## config.mk

```make
export PLATFORM = sky130hd
export DESIGN_NAME = stack_ctrl_flat
export DESIGN_NICKNAME = d
export VERILOG_FILES = /design/src/rtl/stack_ctrl_if.sv /design/src/rtl/stack_ctrl.sv /design/src/flat_wrapper.sv
export SDC_FILE = /design/constraint.sdc
export NUM_CORES = 1
export LEC_CHECK = 0
export ABC_AREA = 1
export CAP_MARGIN = 25
export CORE_UTILIZATION = 40
export CTS_CLUSTER_SIZE = 28
export DETAILED_ROUTE_END_ITERATION = 6
export GPL_ROUTABILITY_DRIVEN = 0
export PLACE_DENSITY = 0.71
export SKIP_CTS_REPAIR_TIMING = 1
export SLEW_MARGIN = 25
export SYNTH_ARGS = -nofsm -noshare
export SYNTH_HDL_FRONTEND = slang
export SYNTH_SLANG_ARGS = --single-unit
```

## constraint.sdc

```tcl
create_clock -name Clk -period 2.3 [get_ports Clk]
set_clock_uncertainty 0.1 [all_clocks]
set_input_delay 0.575 -clock Clk [delete_from_list [all_inputs] [get_ports Clk]]
set_output_delay 0.575 -clock Clk [all_outputs]
set_load 0.02 [all_outputs]
```

## src/rtl/stack_ctrl_if.sv

```systemverilog
// rtl/stack_ctrl_if.sv - request/response and pointer/RAM datapath signals for stack_ctrl
interface stack_ctrl_if #(
  parameter int ADDR_WIDTH = 10,
  parameter int DATA_WIDTH = 8
);
  logic                  Push;
  logic                  Pop;
  logic                  Clear;
  logic [DATA_WIDTH-1:0] DataIn;
  logic [DATA_WIDTH-1:0] DataOut;
  logic                  Ack;
  logic                  Err;
  logic                  Busy;
  logic                  Full;
  logic                  Empty;
  logic                  CntD;
  logic                  CntE;
  logic                  CntRst;
  logic [ADDR_WIDTH-1:0] Sp;
  logic [ADDR_WIDTH-1:0] MemAddr;
  logic                  MemWe;
  logic [DATA_WIDTH-1:0] MemWdata;
  logic [DATA_WIDTH-1:0] MemRdata;

  // master: the requester together with the pointer counter and RAM it controls
  modport master (
    output Push, Pop, Clear, DataIn, Sp, MemRdata,
    input  DataOut, Ack, Err, Busy, Full, Empty, CntD, CntE, CntRst,
           MemAddr, MemWe, MemWdata
  );

  modport slave (
    input  Push, Pop, Clear, DataIn, Sp, MemRdata,
    output DataOut, Ack, Err, Busy, Full, Empty, CntD, CntE, CntRst,
           MemAddr, MemWe, MemWdata
  );
endinterface

```

## src/rtl/stack_ctrl.sv

```systemverilog
// rtl/stack_ctrl.sv - push/pop/clear sequencer for an up/down pointer counter and single-port stack RAM
module stack_ctrl #(
  parameter int ADDR_WIDTH = 10,
  parameter int DATA_WIDTH = 8
) (
  input logic      Clk,
  input logic      Rst,
  stack_ctrl_if.slave bus
);
  typedef enum logic [2:0] {
    S_IDLE,
    S_PUSH,
    S_POP_DEC,
    S_POP_RD,
    S_POP_OUT,
    S_CLEAR,
    S_REJECT
  } state_t;

  localparam logic [ADDR_WIDTH:0] FULL_COUNT = {1'b1, {ADDR_WIDTH{1'b0}}};
  localparam logic [ADDR_WIDTH:0] ONE        = {{ADDR_WIDTH{1'b0}}, 1'b1};

  state_t                state;
  logic [ADDR_WIDTH:0]   count;
  logic [DATA_WIDTH-1:0] hold;
  logic [DATA_WIDTH-1:0] data_out;
  logic                  ack;
  logic                  err;
  logic                  cnt_e;
  logic                  cnt_d;
  logic                  mem_we;
  logic                  full;
  logic                  empty;

  assign full  = (count == FULL_COUNT);
  assign empty = (count == '0);

  // Strobes are registered on entry so they coincide exactly with their state.
  always_ff @(posedge Clk or posedge Rst) begin
    if (Rst) begin
      state    <= S_IDLE;
      count    <= '0;
      hold     <= '0;
      data_out <= '0;
      ack      <= 1'b0;
      err      <= 1'b0;
      cnt_e    <= 1'b0;
      cnt_d    <= 1'b0;
      mem_we   <= 1'b0;
    end else begin
      ack    <= 1'b0;
      err    <= 1'b0;
      cnt_e  <= 1'b0;
      cnt_d  <= 1'b0;
      mem_we <= 1'b0;
      case (state)
        S_IDLE: begin
          if (bus.Clear) begin
            state <= S_CLEAR;
            ack   <= 1'b1;
          end else if (bus.Pop) begin
            if (empty) begin
              state <= S_REJECT;
              ack   <= 1'b1;
              err   <= 1'b1;
            end else begin
              state <= S_POP_DEC;
              cnt_e <= 1'b1;
            end
          end else if (bus.Push) begin
            if (full) begin
              state <= S_REJECT;
              ack   <= 1'b1;
              err   <= 1'b1;
            end else begin
              state  <= S_PUSH;
              hold   <= bus.DataIn;
              mem_we <= 1'b1;
              cnt_e  <= 1'b1;
              cnt_d  <= 1'b1;
              ack    <= 1'b1;
            end
          end
        end
        S_PUSH: begin
          count <= count + ONE;
          state <= S_IDLE;
        end
        S_POP_DEC: begin
          count <= count - ONE;
          state <= S_POP_RD;
        end
        S_POP_RD: begin
          state <= S_POP_OUT;
          ack   <= 1'b1;
        end
        S_POP_OUT: begin
          data_out <= bus.MemRdata;
          state    <= S_IDLE;
        end
        S_CLEAR: begin
          count <= '0;
          state <= S_IDLE;
        end
        S_REJECT: state <= S_IDLE;
        default:  state <= S_IDLE;
      endcase
    end
  end

  assign bus.CntRst   = Rst || (state == S_CLEAR);
  assign bus.CntE     = cnt_e;
  assign bus.CntD     = cnt_d;
  assign bus.MemAddr  = bus.Sp;
  assign bus.MemWe    = mem_we;
  assign bus.MemWdata = hold;
  assign bus.DataOut  = data_out;
  assign bus.Ack      = ack;
  assign bus.Err      = err;
  assign bus.Busy     = (state != S_IDLE);
  assign bus.Full     = full;
  assign bus.Empty    = empty;
endmodule

```

## src/flat_wrapper.sv

```systemverilog
// flat-port wrapper written by rule: the top's interface ports become plain ports
module stack_ctrl_flat 
#(
  parameter int ADDR_WIDTH = 10,
  parameter int DATA_WIDTH = 8
)
  (Clk, Rst, bus_Push, bus_Pop, bus_Clear, bus_DataIn, bus_Sp, bus_MemRdata, bus_DataOut, bus_Ack, bus_Err, bus_Busy, bus_Full, bus_Empty, bus_CntD, bus_CntE, bus_CntRst, bus_MemAddr, bus_MemWe, bus_MemWdata);
  stack_ctrl_if #(.ADDR_WIDTH(ADDR_WIDTH), .DATA_WIDTH(DATA_WIDTH)) bus_i ();
  input logic Clk;
  input logic Rst;
  input wire logic [$bits(bus_i.Push)-1:0] bus_Push;
  input wire logic [$bits(bus_i.Pop)-1:0] bus_Pop;
  input wire logic [$bits(bus_i.Clear)-1:0] bus_Clear;
  input wire logic [$bits(bus_i.DataIn)-1:0] bus_DataIn;
  input wire logic [$bits(bus_i.Sp)-1:0] bus_Sp;
  input wire logic [$bits(bus_i.MemRdata)-1:0] bus_MemRdata;
  output wire logic [$bits(bus_i.DataOut)-1:0] bus_DataOut;
  output wire logic [$bits(bus_i.Ack)-1:0] bus_Ack;
  output wire logic [$bits(bus_i.Err)-1:0] bus_Err;
  output wire logic [$bits(bus_i.Busy)-1:0] bus_Busy;
  output wire logic [$bits(bus_i.Full)-1:0] bus_Full;
  output wire logic [$bits(bus_i.Empty)-1:0] bus_Empty;
  output wire logic [$bits(bus_i.CntD)-1:0] bus_CntD;
  output wire logic [$bits(bus_i.CntE)-1:0] bus_CntE;
  output wire logic [$bits(bus_i.CntRst)-1:0] bus_CntRst;
  output wire logic [$bits(bus_i.MemAddr)-1:0] bus_MemAddr;
  output wire logic [$bits(bus_i.MemWe)-1:0] bus_MemWe;
  output wire logic [$bits(bus_i.MemWdata)-1:0] bus_MemWdata;
  assign bus_i.Push = bus_Push;
  assign bus_i.Pop = bus_Pop;
  assign bus_i.Clear = bus_Clear;
  assign bus_i.DataIn = bus_DataIn;
  assign bus_i.Sp = bus_Sp;
  assign bus_i.MemRdata = bus_MemRdata;
  assign bus_DataOut = bus_i.DataOut;
  assign bus_Ack = bus_i.Ack;
  assign bus_Err = bus_i.Err;
  assign bus_Busy = bus_i.Busy;
  assign bus_Full = bus_i.Full;
  assign bus_Empty = bus_i.Empty;
  assign bus_CntD = bus_i.CntD;
  assign bus_CntE = bus_i.CntE;
  assign bus_CntRst = bus_i.CntRst;
  assign bus_MemAddr = bus_i.MemAddr;
  assign bus_MemWe = bus_i.MemWe;
  assign bus_MemWdata = bus_i.MemWdata;
  stack_ctrl #(.ADDR_WIDTH(ADDR_WIDTH), .DATA_WIDTH(DATA_WIDTH)) u_core (.Clk(Clk), .Rst(Rst), .bus(bus_i));
endmodule
```

==> summary.md, run 1 <==
| Metric | Value |
|---|---|
| Status | `completed` |
| DR vias | `a little under 2000` |
| Post-route DRC violation count | `0` |
| Clock Path Buffers | `2` |
| Hpwl dp | `around 3.8 mm` |
| Clock Tree Root | `clkbuf_8` |
| Clk_lat worst skew | `around 0.28 ns` |
| Core Util, Final | `0.5795` |
| Initial detailed-routing violation count | `roughly 160` |
| CP Data Arrival Time | `1.61 ns` |
| Leakage | `between 1 and 1.5 nW` |
| Final Cycle Share | `0.9955` |
| R2r endpoint | `u_core.count[8]` |
| Die height | `around 74 um` |
| GRT overflow | `0` |
| Multi-input gate area | `approximately 990 um2` |
| Worst min path class | `reg2reg` |
| Power Density | `roughly 1400 mW/mm2` |
| Worst EP required | `1.62 ns` |
| Worst slew margin | `0.7131` |
| Period minus WS final | `2.290 ns` |
| Boundary Pins | `66` |
| Vias in the first global route | `around 1800` |
| Kind of start point of the critical path | `register` |
| Via density | `about 4.8` |
| Critical path, cell by cell | `inv_2 -> nand4_1 -> nor3_4 -> buf_4 -> and3_4 -> buf_6` |
| DIE AREA | `about 0.0054 mm2` |
| Post-route ant nets | `0` |
| DP Area | `roughly 0.0026 mm2` |
| Initial Utilization | `0.4252` |
| Sequential cell area | `850.8 um2` |
| P&R area growth vs syn | `36.29%` |
| WL per Instance | `roughly 12 um` |
| Core area | `about 0.0048 mm2` |
| CP endpoint kind | `output pin` |
| Seq/Total Area, Yosys | `0.4154` |
| Initial antenna violation count | `0` |
| Max incr delay on CP | `0.39 ns` |
| Fin Hold WS | `0.3780 ns` |
| Final Hold Vio Count | `0` |
| Share of the synthesized area in the top cell type | `0.4154` |
| Die Wd | `between 70 and 80 um` |
| N_diodes | `0` |
| Drt first pass iters | `4` |
| CTS tree | `built` |
| Final setup fails | `0` |
| Critical-path top delay cell | `dfrtp_1` |
| List of most frequent post-synthesis cells | `nand2_1 (91), dfrtp_1 (34), inv_1 (26)` |
| Crit-path leading delay family | `simple AND/OR/NAND/NOR gates` |
| Ranking of synthesized cells by area | `dfrtp_1 (42%), nand2_1 (17%), nand3_1 (5.6%), inv_1 (4.8%), mux2_2 (4.4%)` |
| Top_reg_cell synth | `dfrtp_1` |
| WP depth | `6` |
| Fmax | `between 400 and 500 MHz` |
| First-pass GRT wire length | `8.307 mm` |
| Sink Count | `34` |
| Setup slack, reg-to-reg | `approximately 0.32 ns` |
| Finished Cell Area | `~0.0028 mm2` |
| Total CTS buffers | `5` |
| Ratio of cells with drive above 1 in the final layout | `0.2278` |
| Worst-Margin Slew | `~0.43 ns` |
| Clock-pin slew on the worst setup and hold paths | `0.07 ns` |
| Power Total | `about 0.0039 W` |
| CP startpoint | `u_core.count[6]` |
| Row count | `25` |
| Synth unique cells | `29` |
| Synth Register Bits | `34` |
| IO buf count | `45` |
| Synthesized instance count | `around 270` |
| H-tree levels | `2` |
| FILL cells | `about 460` |
| Largest area contributor in the netlist | `dfrtp_1` |
| NumNets Final | `between 300 and 400` |
| Crit Path Max Fanout | `3` |
| Synth warnings | `0` |
| CP Buf/Inv Count | `3` |
| Reg2reg start | `u_core.state[1]` |
| EDFF count, synth | `0` |
| R2R depth | `14` |
| Most common cell in the netlist | `nand2_1` |
| Max cap viols | `0` |
| RSZ-0062 raised after global routing | `true` |
| Synth async-reset ratio | `1.000` |
| Max IR drop VDD | `0.0009109 V` |
| Syn_nets | `304` |
| Max Slew Vio Count | `0` |
| Mapped Area | `between 0.002 and 0.0025 mm2` |
| Syn avg cell area | `~7.6 um2` |
| Largest net degree at the start of global routing | `35` |
| Critical path type | `reg2out` |
| Final WL | `slightly above 5 mm` |
| CP Capture Point | `bus_Empty` |
| GRT Total Usage | `0.2028` |
[cells by family after synthesis]
logic type | count (synthesis) | share of synthesized area
flops | 34 | 0.4154
compound gates | 26 | 0.07086
buf+inv | 44 | 0.1081
simple gates | 157 | 0.3494
mux | 8 | 0.04398
fa+ha+maj | 2 | 0.01222
[flip-flops by register name, indices dropped and copies added (netlist names)]
name and count:
u_core.count 11, u_core.state 3, u_core.bus.MemWe 1, u_core.bus.Ack 1, u_core.bus.DataOut 8, u_core.bus.Err 1
u_core.bus.CntE 1, u_core.bus.MemWdata 8
[tightest hold or removal path, delay by kind of cell (launching register included)]
kind,cells,cell delay [ns]
flip-flops,1,0.34
AND/OR/NAND/NOR,2,0.10
[layout by cell type, fill, tap and decap left out]
cell and n:
nand2_1 91, clkdlybuf4s50_1 41, dfrtp_1 34, buf_4 27, nand3_1 23, inv_1 21, nor2_1 16, o21ai_0 12
inv_2 9, nand2_2 9, mux2_2 8, a21oi_1 7, clkbuf_8 6, nand4_1 5, nand3_2 3, nor2_2 2
nand2_4 2, clkinvlp_4 2, o22ai_1 2, ha_1 2, dlymetal6s2s_1 2, nor2_4 1, o21ai_2 1, a31o_2 1
or2_2 1, nor3_4 1, a31oi_1 1, nor3_1 1, and3_4 1, o21ai_1 1, o41ai_1 1, nand3b_1 1
clkinv_2 1, buf_6 1, clkbuf_2 1
[area by class of cell]
type                            count  share of cell area
Clock buffer                        6             0.02958
Clock inverter                      2            0.004482
Inverter                           31             0.04303
Multi-Input combinational cell    193              0.3537
Sequential cell                    34              0.3048
Tap cell                           67             0.03003
Timing Repair Buffer               72              0.2344
[power by group]
group          switching, W  total, W  internal (W)
clock              0.000210  0.000450      0.000240
sequential         0.000150   0.00102      0.000871
combinational       0.00141   0.00245       0.00104
total               0.00177   0.00392       0.00215
[worst min path at each step]
stage	start	endpoint	slack, ns	cells after the start
floorplan	u_core.count[8]	u_core.count[8]	0.38	2
global placement	u_core.bus.MemWdata[3]	u_core.bus.MemWdata[3]	0.36	2
detailed placement	u_core.bus.MemWdata[6]	u_core.bus.MemWdata[6]	0.36	2
CTS	u_core.bus.MemWdata[6]	u_core.bus.MemWdata[6]	0.38	2
global route	u_core.bus.MemWdata[3]	u_core.bus.MemWdata[3]	0.41	2
finish	u_core.bus.MemWdata[6]	u_core.bus.MemWdata[6]	0.38	2
[metal layers]
metal  vias to the layer above  GRT usage  wire (um)
met5                         -          0          0
li1                        995          -          -
met3                         7    0.03429        291
met2                        66     0.3293       2328
met1                       888     0.2765       2367
met4                         0    0.06197         46
[metrics by stage]
step | setup slack (ns) | setup TNS, ns | instances
5_1_grt | -0.07964 | -0.1590 | 405
2_1_floorplan | 0.1989 | 0 | 271
3_3_place_gp | -0.2030 | -0.3929 | 389
6_report | 0.01030 | 0 | 405
4_1_cts | -0.4932 | -1.214 | 397
3_5_place_dp | -0.2071 | -0.5081 | 389
(Power assumes the default switching activity.)
==> inputs of run 2 (changes only) <==
Settings changed: CORE_UTILIZATION 40 to 46, PLACE_DENSITY 0.71 to 0.8.
==> run 2 against run 1 <==
  * The run now ends with negative setup slack left
  * Worst hold slack lost 0.0013 ns
  * Sequential share of layout area grew 0.93 points
  * Cell count is 6.7% lower
  * Register-to-register slack worse by 0.08 ns
  * Count of clock-buffer cells in the layout unchanged
  * Maximum frequency shrank 0.76%
  * Via count rose by 1.1%
  * Clock power fell by 4%
  * Routed wire length rose by 2.2%
  * Critical path type unchanged
  * Critical endpoint is now bus_Full
  * Largest power group unchanged
==> summary.md, run 2 (synthesis gave the netlist of run 1 again) <==
| Metric | Value |
|---|---|
| Status | `finished, violations left (was completed)` |
| Failing checks | `negative setup slack` |
| Hpwl dp | `3.928 mm (was 3.829 mm)` |
| FILL cells | `372 (was 461)` |
| DP Area | `0.002587 mm2 (was 0.002624 mm2)` |
| Ratio of cells with drive above 1 in the final layout | `0.2012 (was 0.2278)` |
| Setup slack, reg-to-reg | `0.24 ns (was 0.32 ns)` |
| Fmax | `433.4 MHz (was 436.7 MHz)` |
| DIE AREA | `0.004724 mm2 (was 0.005410 mm2)` |
| Die height | `68.73 um (was 73.56 um)` |
| Most common cell on crit path | `buf_6` |
| Clock Path Buffers | `2 (unchanged)` |
| Initial Utilization | `0.4943 (was 0.4252)` |
| First-pass GRT wire length | `8.735 mm (was 8.307 mm)` |
| Critical-path top delay cell | `dfrtp_1 (unchanged)` |
| Core area | `0.004144 mm2 (was 0.004817 mm2)` |
| Clock Tree Root | `clkbuf_8 (unchanged)` |
| Leakage | `1.356 nW (was 1.400 nW)` |
| Max cap viols | `0 (unchanged)` |
| Worst Hold End | `u_core.bus.MemWdata[5] (was u_core.bus.MemWdata[6])` |
| R2R depth | `15 (was 14)` |
| NumNets Final | `362 (was 370)` |
| Critical path, cell by cell | `inv_1 -> nand4_1 -> nor3_4 -> buf_6 -> nand3_4 -> inv_2 -> buf_6 (was inv_2 -> nand4_1 -> nor3_4 -> buf_4 -> and3_4 -> buf_6)` |
| R2r endpoint | `u_core.count[8] (unchanged)` |
| Most common cell after layout, fill and taps aside | `nand2_1 (unchanged)` |
| GRT Total Usage | `0.2551 (was 0.2028)` |
| Worst-Margin Slew | `0.4302 ns (was 0.4304 ns)` |
| HP Start | `u_core.bus.MemWdata[5] (was u_core.bus.MemWdata[6])` |
| Final WL | `5.146 mm (was 5.034 mm)` |
| Pre-CTS setup slack | `-0.2087 ns (was -0.2071 ns)` |
| CP endpoint kind | `output pin (unchanged)` |
| Row count | `23 (was 25)` |
| Power Density | `1422 mW/mm2 (was 1405 mW/mm2)` |
| GRT overflow | `0 (unchanged)` |
| Crit Path Max Fanout | `3 (unchanged)` |
| Reg2reg start | `u_core.state[1] (unchanged)` |
| Commonest cells after routing, fill and taps aside | `nand2_1 (91), clkdlybuf4s50_1 (41), dfrtp_1 (34) (unchanged)` |
| IO buf count | `45 (unchanged)` |
| Kind of start point of the critical path | `register (unchanged)` |
| Clock-pin slew on the worst setup and hold paths | `0.07 ns (about the same)` |
| Hold depth | `2 (unchanged)` |
| RSZ-0062 raised after global routing | `true (unchanged)` |
| WP depth | `7 (was 6)` |
| Final Hold Vio Count | `0 (unchanged)` |
| Initial detailed-routing violation count | `165 (was 156)` |
| Sequential cell area | `850.8 um2 (unchanged)` |
| H-tree levels | `2 (unchanged)` |
| CTS tree | `built (unchanged)` |
| Max incr delay on CP | `0.38 ns (was 0.39 ns)` |
| Fin Setup TNS | `-0.007274 ns (was 0 ns)` |
| WL per Instance | `13.61 um (was 12.43 um)` |
| Largest Register | `u_core.count (unchanged)` |
| P&R area growth vs syn | `32.25% (was 36.29%)` |
| Max IR drop VDD | `0.0007801 V (was 0.0009109 V)` |
| Period minus WS final | `2.307 ns (was 2.290 ns)` |
| Max Slew Vio Count | `0 (unchanged)` |
| CP Data Arrival Time | `1.63 ns (was 1.61 ns)` |
| Via density | `5.233 (was 4.830)` |
| Worst EP required | `1.62 ns (about the same)` |
| Worst slew margin | `0.7132 (was 0.7131)` |
| Setup ws final | `-0.007274 ns (was 0.01030 ns)` |
| Crit-path leading delay family | `simple AND/OR/NAND/NOR gates (unchanged)` |
| N_diodes | `0 (unchanged)` |
| Final setup fails | `1 (was 0)` |
| Critical path type | `reg2out (unchanged)` |
| Vias in the first global route | `1967 (was 1827)` |
| Clk_lat worst skew | `0.28 ns (about the same)` |
| Drt first pass iters | `5 (was 4)` |
| Finished Cell Area | `0.002709 mm2 (was 0.002791 mm2)` |
| Post-route DRC violation count | `0 (unchanged)` |
| Multi-input gate area | `994.7 um2 (was 987.2 um2)` |
| Worst min path class | `reg2reg (unchanged)` |
| Core Util, Final | `0.6537 (was 0.5795)` |
| Largest net degree at the start of global routing | `35 (unchanged)` |
| Sink Count | `34 (unchanged)` |
| Final Cycle Share | `1.003 (was 0.9955)` |
| Boundary Pins | `66 (unchanged)` |
| Total CTS buffers | `5 (unchanged)` |
| Die Wd | `68.73 um (was 73.56 um)` |
| Post-route ant nets | `0 (unchanged)` |
| Initial antenna violation count | `0 (unchanged)` |
| DR vias | `1978 (was 1956)` |
| Number of flip-flops in the largest register | `11 (unchanged)` |
| CP Buf/Inv Count | `4 (was 3)` |
## run 2: tightest hold or removal path, stage by stage, from the launching register on
cell and delay, ns:
dfrtp_1 0.34, nand2_1 0.05, nand2_1 0.06
## run 2: metal layers
metal  vias to the layer above  part of all wire  GRT usage
met5                         -                 0          0
met3                        11             0.070    0.04934
met4                         0             0.017     0.1097
li1                        979                 -          -
met1                       901              0.42     0.3165
met2                        87              0.50     0.4301
## run 2: layout make-up
cell class,instances,area share
clock buffers,6,0.03048
flip-flops and latches,34,0.3141
inverters,31,0.04434
well taps,50,0.02309
repair buffers,64,0.2208
multi-input cells,193,0.3672
## run 2: worst max-delay path by stage
stage,slack [ns],from,to
3_5_place_dp,-0.21,Rst,bus_CntRst
6_report,-0.007,u_core.count[7],bus_Full
2_1_floorplan,0.20,Rst,bus_CntRst
3_3_place_gp,-0.20,Rst,bus_CntRst
5_1_grt,-0.07,u_core.count[6],bus_Full
4_1_cts,-0.47,u_core.count[1],bus_Full
## run 2: where the power goes
part           leakage, nW  total [W]  internal (W)  switching, W
Combinational        0.887    0.00238      0.000974       0.00141
Clock               0.0431   0.000434      0.000231      0.000203
Sequential           0.426    0.00103      0.000871      0.000164
Total                 1.36    0.00385       0.00208       0.00178
## run 2: per-stage QoR
stage,hold slack [ns],std cells,total power (W)
finish,0.3767,378,0.003852
global route,0.4092,378,0.004151
CTS,0.3807,376,0.003780
detailed placement,0.3637,370,0.003333
global placement,0.3619,370,0.003268
floorplan,0.3753,271,0.002485
